--- config.mk ---
export PLATFORM = sky130hd
export DESIGN_NAME = result_reader
export DESIGN_NICKNAME = d
export VERILOG_FILES = /design/src/rtl/result_reader.sv
export SDC_FILE = /design/constraint.sdc
export NUM_CORES = 1
export LEC_CHECK = 0
export ABC_CLOCK_PERIOD_IN_PS = 5000
export BUFFER_PORTS_ARGS = -buffer_cell sky130_fd_sc_hd__buf_2
export CORE_MARGIN = 2
export CORE_UTILIZATION = 30
export CTS_CLUSTER_DIAMETER = 40
export DETAILED_ROUTE_END_ITERATION = 10
export GPL_TIMING_DRIVEN = 0
export PLACE_DENSITY = 0.56
export SLEW_MARGIN = 30
export SYNTH_ARGS = -nofsm -noshare
export SYNTH_HDL_FRONTEND = slang
export SYNTH_SLANG_ARGS = --single-unit
--- constraint.sdc ---
create_clock -name clk -period 5 [get_ports clk]
set_input_delay 1 -clock clk [delete_from_list [all_inputs] [get_ports clk]]
set_output_delay 1 -clock clk [all_outputs]
set_load 0.02 [all_outputs]
--- src/rtl/result_reader.sv ---
// Readback engine: reads the four result banks in lockstep, packs each address into one
// 32-bit word and streams it to the host through a small credit-protected output FIFO.
module result_reader #(
    parameter int ADDR_W     = 11,
    parameter int DATA_W     = 8,
    parameter int FIFO_DEPTH = 4
) (
    input  logic                  clk,
    input  logic                  reset,
    input  logic                  start,
    input  logic [ADDR_W-1:0]     base_addr,
    input  logic [ADDR_W:0]       word_count,
    output logic                  busy,
    output logic                  done,
    output logic                  ram_rd_en,
    output logic [ADDR_W-1:0]     ram_addr,
    input  logic [DATA_W-1:0]     ram_q0,
    input  logic [DATA_W-1:0]     ram_q1,
    input  logic [DATA_W-1:0]     ram_q2,
    input  logic [DATA_W-1:0]     ram_q3,
    output logic                  rd_valid,
    input  logic                  rd_ready,
    output logic [4*DATA_W-1:0]   readdata
);

    localparam int PTR_W = $clog2(FIFO_DEPTH);
    localparam int CNT_W = PTR_W + 1;

    localparam logic [1:0] IDLE  = 2'd0;
    localparam logic [1:0] READ  = 2'd1;
    localparam logic [1:0] DRAIN = 2'd2;
    localparam logic [1:0] FIN   = 2'd3;

    logic [1:0]          state;
    logic [ADDR_W:0]     remaining;
    logic [ADDR_W-1:0]   next_addr;
    logic                vld_p1;
    logic [4*DATA_W-1:0] mem [FIFO_DEPTH];
    logic [PTR_W-1:0]    wr_ptr;
    logic [PTR_W-1:0]    rd_ptr;
    logic [CNT_W-1:0]    fifo_count;
    logic [CNT_W-1:0]    pending;
    logic                pop;
    logic                credit;

    assign pop      = rd_valid && rd_ready;
    assign rd_valid = (fifo_count != '0);
    assign readdata = rd_valid ? mem[rd_ptr] : '0;
    assign busy     = (state != IDLE);
    assign done     = (state == FIN);

    // Words already queued plus reads still in the RAM pipeline; a new read is only
    // issued when that total leaves a guaranteed FIFO slot for its return.
    assign pending = fifo_count + CNT_W'(ram_rd_en) + CNT_W'(vld_p1);
    assign credit  = (pending < CNT_W'(FIFO_DEPTH));

    // Stage p0: command FSM and read issue
    always_ff @(posedge clk or negedge reset) begin
        if (!reset) begin
            state     <= IDLE;
            remaining <= '0;
            next_addr <= '0;
            ram_rd_en <= 1'b0;
            ram_addr  <= '0;
        end else begin
            ram_rd_en <= 1'b0;
            case (state)
                IDLE: begin
                    if (start) begin
                        if (word_count != '0) begin
                            state     <= READ;
                            remaining <= word_count;
                            next_addr <= base_addr;
                        end else begin
                            state <= FIN;
                        end
                    end
                end
                READ: begin
                    if (credit) begin
                        ram_rd_en <= 1'b1;
                        ram_addr  <= next_addr;
                        next_addr <= next_addr + ADDR_W'(1);
                        remaining <= remaining - (ADDR_W+1)'(1);
                        if (remaining == (ADDR_W+1)'(1))
                            state <= DRAIN;
                    end
                end
                DRAIN: begin
                    if (!ram_rd_en && !vld_p1 &&
                        fifo_count == (pop ? CNT_W'(1) : CNT_W'(0)))
                        state <= FIN;
                end
                default: state <= IDLE;
            endcase
        end
    end

    // Stage p1: RAM data is valid this cycle; control tracking for the FIFO
    always_ff @(posedge clk or negedge reset) begin
        if (!reset) begin
            vld_p1     <= 1'b0;
            wr_ptr     <= '0;
            rd_ptr     <= '0;
            fifo_count <= '0;
        end else begin
            vld_p1 <= ram_rd_en;
            if (vld_p1)
                wr_ptr <= wr_ptr + PTR_W'(1);
            if (pop)
                rd_ptr <= rd_ptr + PTR_W'(1);
            case ({vld_p1, pop})
                2'b10:   fifo_count <= fifo_count + CNT_W'(1);
                2'b01:   fifo_count <= fifo_count - CNT_W'(1);
                default: fifo_count <= fifo_count;
            endcase
        end
    end

    always_ff @(posedge clk) begin
        if (vld_p1)
            mem[wr_ptr] <= {ram_q0, ram_q1, ram_q2, ram_q3};
    end

endmodule
# Word level (Yosys, flattened, before mapping)
# Memory sizes are Yosys's and may differ from the RTL's.
# Cells that the tools add are included.
[totals]
elab_cells = 66
out_inout_bits = 47
mem_count = 1
regBits = 45
inputBits = 59
ram_bits = 128
[memory_table]
columns = ["name", "depth", "word_bits", "rd", "rd_ports_with_merged_regs", "write_ports", "line", "text"]
rows = [
  ["mem", 4, 32, 1, 0, 1, "38", "logic [4*DATA_W-1:0] mem [FIFO_DEPTH];"],
]
[op_classes]
n_eq_ne = 12
addsub = 8
n_mux = 21
reduce_logical = 14
n_lt_le_gt_ge = 1
[ops]
columns = ["cell", "count"]
rows = [
  ["12-bit two-way mux", 3],
  ["11-bit two-way mux", 3],
  ["32-bit two-way mux", 1],
  ["12-bit case mux with 2 select lines", 1],
  ["11-bit case mux with 2 select lines", 1],
  ["12-bit by 1-bit equality test with 1-bit output (second input constant)", 1],
  ["12-bit nonzero test", 1],
  ["12-bit by 1-bit subtractor with 12-bit output (second input constant)", 1],
  ["11-bit by 1-bit adder with 11-bit output (second input constant)", 1],
  ["2-bit two-way mux", 5],
  ["2-bit inequality test (second input constant)", 5],
  ["4-bit AND reduction", 2],
  ["3-bit by 1-bit adder with 3-bit output", 2],
  ["2-bit equality test (second input constant)", 3],
  ["2-bit case mux with 3 select lines", 1],
  ["3-bit case mux with 2 select lines", 1],
  ["2-bit nonzero test", 3],
  ["1-bit two-way mux", 5],
  ["2-bit by 1-bit adder with 2-bit output (second input constant)", 2],
  ["2-bit by 1-bit equality test with 1-bit output (second input constant)", 2],
  ["3-bit by 1-bit adder with 3-bit output (second input constant)", 1],
  ["3-bit by 1-bit equality test with 1-bit output", 1],
  ["1-bit logical AND", 3],
  ["3-bit < comparator (second input constant)", 1],
  ["other kinds (5)", 6],
]

# Logic depth before layout (Yosys ltp)
# Gate-level depths: netlist of run 1.
[depth]
ltp_word = 7
depth_mapped = 9
mapped_depth_nobuf = 8

# Worst setup path before layout of run 1
# Ideal clock, no wire load.
[synth_path]
kind = "register to output"
start = "register rd_ptr[0]"
end = "output port readdata[10]"
setup_slack_ns = 2.311
path_buffers = 2
required_ns = 4.000
path_stages_with_launch = 5
arrival_time_ns = 1.689
cell_sequence = "dfrtp_1 > clkbuf_1 > buf_2 > mux4_2 > and2_1"
[synth_between]
elab_chain_len = 2
[synth_lines]
columns = ["item", "line", "text"]
rows = [
  ["start, declared", "40", "logic [PTR_W-1:0] rd_ptr;"],
  ["start signal, assigned", "111", "rd_ptr <= rd_ptr + PTR_W'(1);"],
  ["memory 4 x 32 bit", "--", ""],
  ["32-bit two-way mux", "48", "assign readdata = rd_valid ? mem[rd_ptr] : '0;"],
  ["end, declared", "23", "output logic [4*DATA_W-1:0] readdata"],
]
# No other way between the ends.

# Worst setup path after layout of run 1
[layout_path]
start = "register rd_ptr[0]"
end = "output port readdata[19]"
# The elaborated chain is that of the path after synthesis.

==> results of run 1 <==
==> layout make-up <==
type | instances | area [um^2]
Sequential cell | 173 | 4970
Multi-Input combinational cell | 262 | 2250
Timing Repair Buffer | 109 | 638
Tap cell | 324 | 405
Fill cell | 2264 | 15200
Antenna cell | 1 | 2.50
Buffer | 24 | 98.8
Inverter | 13 | 48.8
Clock buffer | 18 | 429
Clock inverter | 13 | 174
==> power by group <==
| part | internal, mW | switching (mW) |
|---|---|---|
| logic | 0.934 | 1.31 |
| clock network | 0.796 | 0.563 |
| registers | 1.88 | 0.207 |
| total | 3.61 | 2.08 |
==> placed cells by master (no fill, tap or decap), drive strengths merged, types with 10 or more instances in the layout <==
cell type,synthesis,layout
edfxtp,128,128
buf,7,116
dfrtp,45,45
and2,37,37
clkbuf,17,35
nand2,33,33
mux4,32,32
a21oi,21,21
inv,13,20
o21ai,17,17
ha,13,13
nand3,11,11
mux2,11,11
nor2,10,10
==> registers in the layout, summed over array words and instances (netlist names) <==
signal,cells
fifo_count,3
mem,128
next_addr,11
ram_addr,11
ram_rd_en,1
rd_ptr,2
remaining,12
state,2
vld_p1,1
wr_ptr,2
==> logic make-up (layout without fill, tap and decap cells) <==
| family | Yosys count | count (layout) | synth area share |
|---|---|---|---|
| AOI/OAI and AO/OA | 63 | 63 | 0.0550 |
| xor gates and xnor gates | 6 | 6 | 0.00713 |
| and+or+nand+nor | 132 | 132 | 0.0982 |
| adders and majority gates | 14 | 14 | 0.0248 |
| buffers and inverters | 37 | 177 | 0.0200 |
| other | 0 | 1 | 0 |
| muxes | 47 | 47 | 0.120 |
| DFF | 173 | 173 | 0.675 |
==> routing by layer <==
metal | global-route usage | wire length, um
met5 | 0 | 0
met1 | 0.158 | 6670
met3 | 0.0387 | 1120
met4 | 0.0357 | 207
met2 | 0.218 | 7840
==> worst max-delay path: cells and delay by family (launching register included) <==
| family | cells | cell delay [ns] |
|---|---|---|
| mux | 1 | 0.54 |
| flops | 1 | 0.32 |
| buf+inv | 3 | 0.96 |
| simple gates | 1 | 0.19 |
==> worst max-delay path by stage <==
stage / start / endpoint / slack, ns
2_1_floorplan: rd_ptr[0]$_DFFE_PN0P_ / readdata[10] / 2.31
3_3_place_gp: rd_ptr[0]$_DFFE_PN0P_ / readdata[3] / 1.93
3_5_place_dp: rd_ptr[0]$_DFFE_PN0P_ / readdata[19] / 1.92
4_1_cts: rd_ptr[0]$_DFFE_PN0P_ / readdata[19] / 1.44
5_1_grt: rd_ptr[0]$_DFFE_PN0P_ / readdata[22] / 1.32
6_report: rd_ptr[0]$_DFFE_PN0P_ / readdata[19] / 1.57
==> through the flow <==
| step | utilization | power, mW | area (um^2) |
|---|---|---|---|
| 6_report | 0.373 | 5.69 | 9020 |
| 5_1_grt | 0.373 | 6.05 | 9020 |
| 3_3_place_gp | 0.343 | 4.29 | 8300 |
| 4_1_cts | 0.373 | 5.75 | 9020 |
| 2_1_floorplan | - | 3.64 | 7370 |
| 3_5_place_dp | 0.348 | 4.38 | 8410 |
==> results.json, run 1 <==
{
  "status": "complete, no violations",
  "hold_viol": 0,
  "drt_iter0_drc": 204,
  "cts_tree": "yes",
  "r2r-start": "state[0]$_DFFE_PN0P_",
  "hpwlAfterDp_mm": 10.9,
  "worst_pin_slew_ns": 0.826,
  "start_kind": "register",
  "reg2reg_to": "next_addr[7]$_DFFE_PN0P_",
  "end_kind": "primary output",
  "htree_levels": 4,
  "synth.top_cell.area_share": 0.522,
  "die_w_um": 161,
  "via_count": 4560,
  "min_to": "vld_p1$_DFF_PN0_",
  "fin_crit_sh": 0.685,
  "worst-setup-path-type": "register to primary output",
  "drc": 0,
  "portBuffers": 105,
  "final_cell_count_no_fill": 937,
  "layout-drive-gt1-share": 0.324,
  "track_usage": 0.128,
  "finClkSkew_ns": 0.00869,
  "cpMostUsedCell": "buf_2",
  "clk_latency_ns": 0.42,
  "required_ns": 4.00,
  "relSlewSlack": 0.445,
  "ys_ff_latch": 173,
  "post-route-min-period_ns": 3.43,
  "crit_fanout": 10,
  "syn-num-nets": 545,
  "cts_hold_buffers": 0,
  "drt_first_pass_iters": 5,
  "hold_depth": 0,
  "critPathSlowestCell": "mux4_2",
  "ys_types": 41,
  "pre_cts_ws_ns": 1.92,
  "hp-class": "register to register",
  "synthTopCellsByArea": "edfxtp_1, dfrtp_1, mux4_2",
  "wl_per_cell_um": 16.9,
  "clkSinkCount": 173,
  "area_growth_syn_to_layout_pct": 22.5,
  "synth.most_common_cell": "edfxtp_1",
  "synth_warnings": 0,
  "ctsRootBufferMaster": "clkbuf_16",
  "rsz0062_at_grt": "false",
  "crit_arrival_ns": 2.43,
  "setup_violations": 0,
  "syn_area_per_cell_um2": 15.6,
  "yosysSeqAreaShare": 0.675,
  "cts.repair.resized": 0,
  "fin_tns_setup_ns": 0,
  "synthArstFlopShare": 0.260,
  "fp.dieH_um": 161,
  "timing.fmax_mhz": 292,
  "drt_wl_total_mm": 15.8,
  "grt_pass1_vias": 4682,
  "vdd_ir_drop_max_mv": 0.292,
  "fin_ws_ns": 1.57,
  "die-area_um2": 25800,
  "worstRegToRegCells": 9,
  "antenna_found_initial": 1,
  "yosysTopAreaCell": "edfxtp_1",
  "post_cts_buffers": 0,
  "slew_viol_final": 0,
  "dp.cells": 905,
  "clock_path_buffers": 2,
  "fin_nets": 673,
  "grt-ovfl-total": 0,
  "avgViaCountPerCell": 4.87,
  "num_rows": 57,
  "clk_pin_slew_ns": 0.07,
  "critPathMaxStageDelay_ns": 0.54,
  "ios": 106,
  "initial_core_util": 0.305,
  "p_leak_nw": 3.31,
  "grt_pass1_wl_mm": 25.3,
  "ant_nets": 0,
  "hold_start": "ram_rd_en$_DFF_PN0_",
  "synth_common_cells": "edfxtp_1, dfrtp_1, and2_1",
  "r2r_setup_slack_ns": 2.68,
  "path_cells": "clkbuf_1 -> buf_2 -> mux4_2 -> and2_1 -> buf_2",
  "drv_cap": 0,
  "grt_max_degree": 46,
  "mappedNetlistArea_um2": 7370,
  "cts_made_buffers": 17,
  "powerDensity_nw_per_um2": 631,
  "hold_ws_ns": 0.473,
  "synthCells": 472,
  "routabilityCongestion": 0.846,
  "synth_ff_type": "edfxtp_1",
  "synth_edf_count": 128,
  "coreArea_um2": 24200
}
Note: power is estimated with default switching activity, not from simulation.
==> run 2, diff against run 1 <==
--- a/config.mk
+++ b/config.mk
@@ -5,14 +5,14 @@
 export SDC_FILE = /design/constraint.sdc
 export NUM_CORES = 1
 export LEC_CHECK = 0
-export ABC_CLOCK_PERIOD_IN_PS = 5000
+export ABC_CLOCK_PERIOD_IN_PS = 3100
 export BUFFER_PORTS_ARGS = -buffer_cell sky130_fd_sc_hd__buf_2
 export CORE_MARGIN = 2
 export CORE_UTILIZATION = 30
 export CTS_CLUSTER_DIAMETER = 40
 export DETAILED_ROUTE_END_ITERATION = 10
 export GPL_TIMING_DRIVEN = 0
-export PLACE_DENSITY = 0.56
+export PLACE_DENSITY = 0.58
 export SLEW_MARGIN = 30
 export SYNTH_ARGS = -nofsm -noshare
 export SYNTH_HDL_FRONTEND = slang
==> constraint.sdc (replaced) <==
create_clock -name clk -period 3.1 [get_ports clk]
set_input_delay 0.62 -clock clk [delete_from_list [all_inputs] [get_ports clk]]
set_output_delay 0.62 -clock clk [all_outputs]
set_load 0.02 [all_outputs]
==> run 2 against run 1 <==
Effect of this change: clock skew increased by 0.0018 ns; combinational power increased by 61%; sequential cell count unchanged; die area unchanged; routed wire length increased by 4.3%; cell area decreased by 0.36%; global-route usage increased by 0.45 points; utilization decreased by 0.13 points; largest cell class unchanged; largest power group unchanged.
==> results.json, run 2 (same netlist as run 1, synthesis figures left out) <==
{
  "status": "complete, no violations",
  "finClkSkew_ns": 0.0105,
  "largest_register_ffs": 128,
  "fin_nets": 672,
  "portBuffers": 105,
  "reg2reg_to": "next_addr[6]$_DFFE_PN0P_",
  "clkSinkCount": 173,
  "fp.dieH_um": 161,
  "drt_iter0_drc": 281,
  "via_count": 4630,
  "crit_fanout": 10,
  "hpwlAfterDp_mm": 11.3,
  "grt_pass1_vias": 4865,
  "worstRegToRegCells": 9,
  "drc": 0,
  "drt_wl_total_mm": 16.5,
  "cts_made_buffers": 17,
  "ff_latch_area_um2": 4970,
  "initial_core_util": 0.305,
  "wl_per_cell_um": 17.6,
  "clk_latency_ns": 0.43,
  "slew_viol_final": 0,
  "ant_nets": 0,
  "end_kind": "primary output",
  "final_common_cell": "edfxtp_1",
  "die_w_um": 161,
  "top_register": "mem",
  "required_ns": 2.48,
  "avgViaCountPerCell": 4.95,
  "crit_start": "rd_ptr[0]$_DFFE_PN0P_",
  "vdd_ir_drop_max_mv": 0.472,
  "fin_crit_sh": 0.931,
  "cts_tree": "yes",
  "relSlewSlack": 0.368,
  "track_usage": 0.132,
  "drv_cap": 0,
  "final_cell_mix": "edfxtp_1, buf_2, dfrtp_1",
  "hp-class": "input port to asynchronous set/reset pin",
  "worst_pin_slew_ns": 0.941,
  "antenna_found_initial": 3,
  "fillerInstances": 2288,
  "post-route-min-period_ns": 2.89,
  "grt_max_degree": 46,
  "setup_violations": 0,
  "area_growth_syn_to_layout_pct": 22.0,
  "crit_arrival_ns": 2.27,
  "r2r-start": "state[0]$_DFFE_PN0P_",
  "num_rows": 57,
  "timing.fmax_mhz": 346,
  "grt-ovfl-total": 0,
  "hold_viol": 0,
  "worst-setup-path-type": "register to primary output",
  "grt_pass1_wl_mm": 26.3,
  "r2r_setup_slack_ns": 0.79,
  "finalPower_mw": 9.13,
  "final_cell_area_um2": 8990,
  "ctsRootBufferMaster": "clkbuf_16",
  "p_leak_nw": 3.30,
  "start_kind": "register",
  "powerDensity_nw_per_um2": 1020,
  "routabilityCongestion": 0.856,
  "utilization": 0.372,
  "fin_tns_setup_ns": 0,
  "multi_input_area_um2": 2250,
  "cp-endpoint": "readdata[26]",
  "htree_levels": 4,
  "die-area_um2": 25800,
  "ios": 106,
  "placed_area_um2": 8400,
  "top_regs": "mem x128, remaining x12",
  "coreArea_um2": 24200,
  "clock_path_buffers": 2,
  "layout-drive-gt1-share": 0.330,
  "hold_ws_ns": 0.182,
  "drt_first_pass_iters": 4,
  "cts_hold_buffers": 0,
  "n_antenna_cell": 0,
  "clk_pin_slew_ns": 0.07,
  "rsz0062_at_grt": "false"
}
run 2: cell count changes in the layout (fill, tap and decap cells not counted), sizes merged:
| cell | before | now |
|---|---|---|
| clkbuf | 35 | 37 |
| bufinv | 3 | 1 |
| clkinvlp | 1 | 3 |
| diode | 1 | 0 |
| inv | 20 | 21 |
| buf | 116 | 113 |
run 2: stage by stage:
| stage | worst slack (ns) | cells |
|---|---|---|
| after CTS | -0.100 | 937 |
| after global routing | 0.0650 | 936 |
| final | 0.214 | 936 |
| after detailed placement | 0.378 | 905 |
| after floorplan | 0.791 | 472 |
| after global placement | 0.385 | 901 |
run 2: final cells by class:
type | instances | area share
multi-input combinational | 262 | 0.251
sequential | 173 | 0.553
inverter | 13 | 0.00543
clock buffer | 18 | 0.0478
clock inverter | 14 | 0.0168
timing repair buffer | 109 | 0.0693
buffer | 23 | 0.0118
tap | 324 | 0.0451
run 2: where the power goes:
part / leakage, nW / switching (mW) / internal (mW)
clock network: 0.278 / 0.983 / 1.14
registers: 1.69 / 0.354 / 3.03
logic: 1.33 / 2.12 / 1.51
run 2: worst min path at each step:
stage | startpoint | end | slack [ns] | depth (start not counted)
2_1_floorplan | reset | fifo_count[0]$_DFFE_PN0P_ | 0.32 | 0
3_3_place_gp | ram_rd_en$_DFF_PN0_ | vld_p1$_DFF_PN0_ | 0.44 | 0
3_5_place_dp | ram_rd_en$_DFF_PN0_ | vld_p1$_DFF_PN0_ | 0.44 | 0
4_1_cts | reset | ram_addr[0]$_DFFE_PN0P_ | 0.20 | 1
5_1_grt | reset | remaining[5]$_DFFE_PN0P_ | 0.23 | 1
6_report | reset | remaining[5]$_DFFE_PN0P_ | 0.18 | 1
run 2: timing repair:
item	4_1_cts	5_1_grt
setup buffers	0	0
endpoints found under the setup margin	28	28
gates cloned	0	0
resized for setup	0	9
run 2: routing by layer:
| layer | track usage | up-vias | share of wire | wire [um] |
|---|---|---|---|---|
| li1 | - | 2078 | - | - |
| met1 | 0.162 | 2359 | 0.43 | 7050 |
| met2 | 0.227 | 161 | 0.50 | 8220 |
| met3 | 0.0382 | 26 | 0.060 | 998 |
| met4 | 0.0398 | 6 | 0.013 | 208 |
| met5 | 0 | - | 0.0025 | 41 |
run 2: worst max-delay path, stage by stage (launching register included):
cell and delay (ns):
dfrtp_1 0.58, clkbuf_4 0.38, mux4_2 0.52, and2_1 0.20
buf_2 0.16
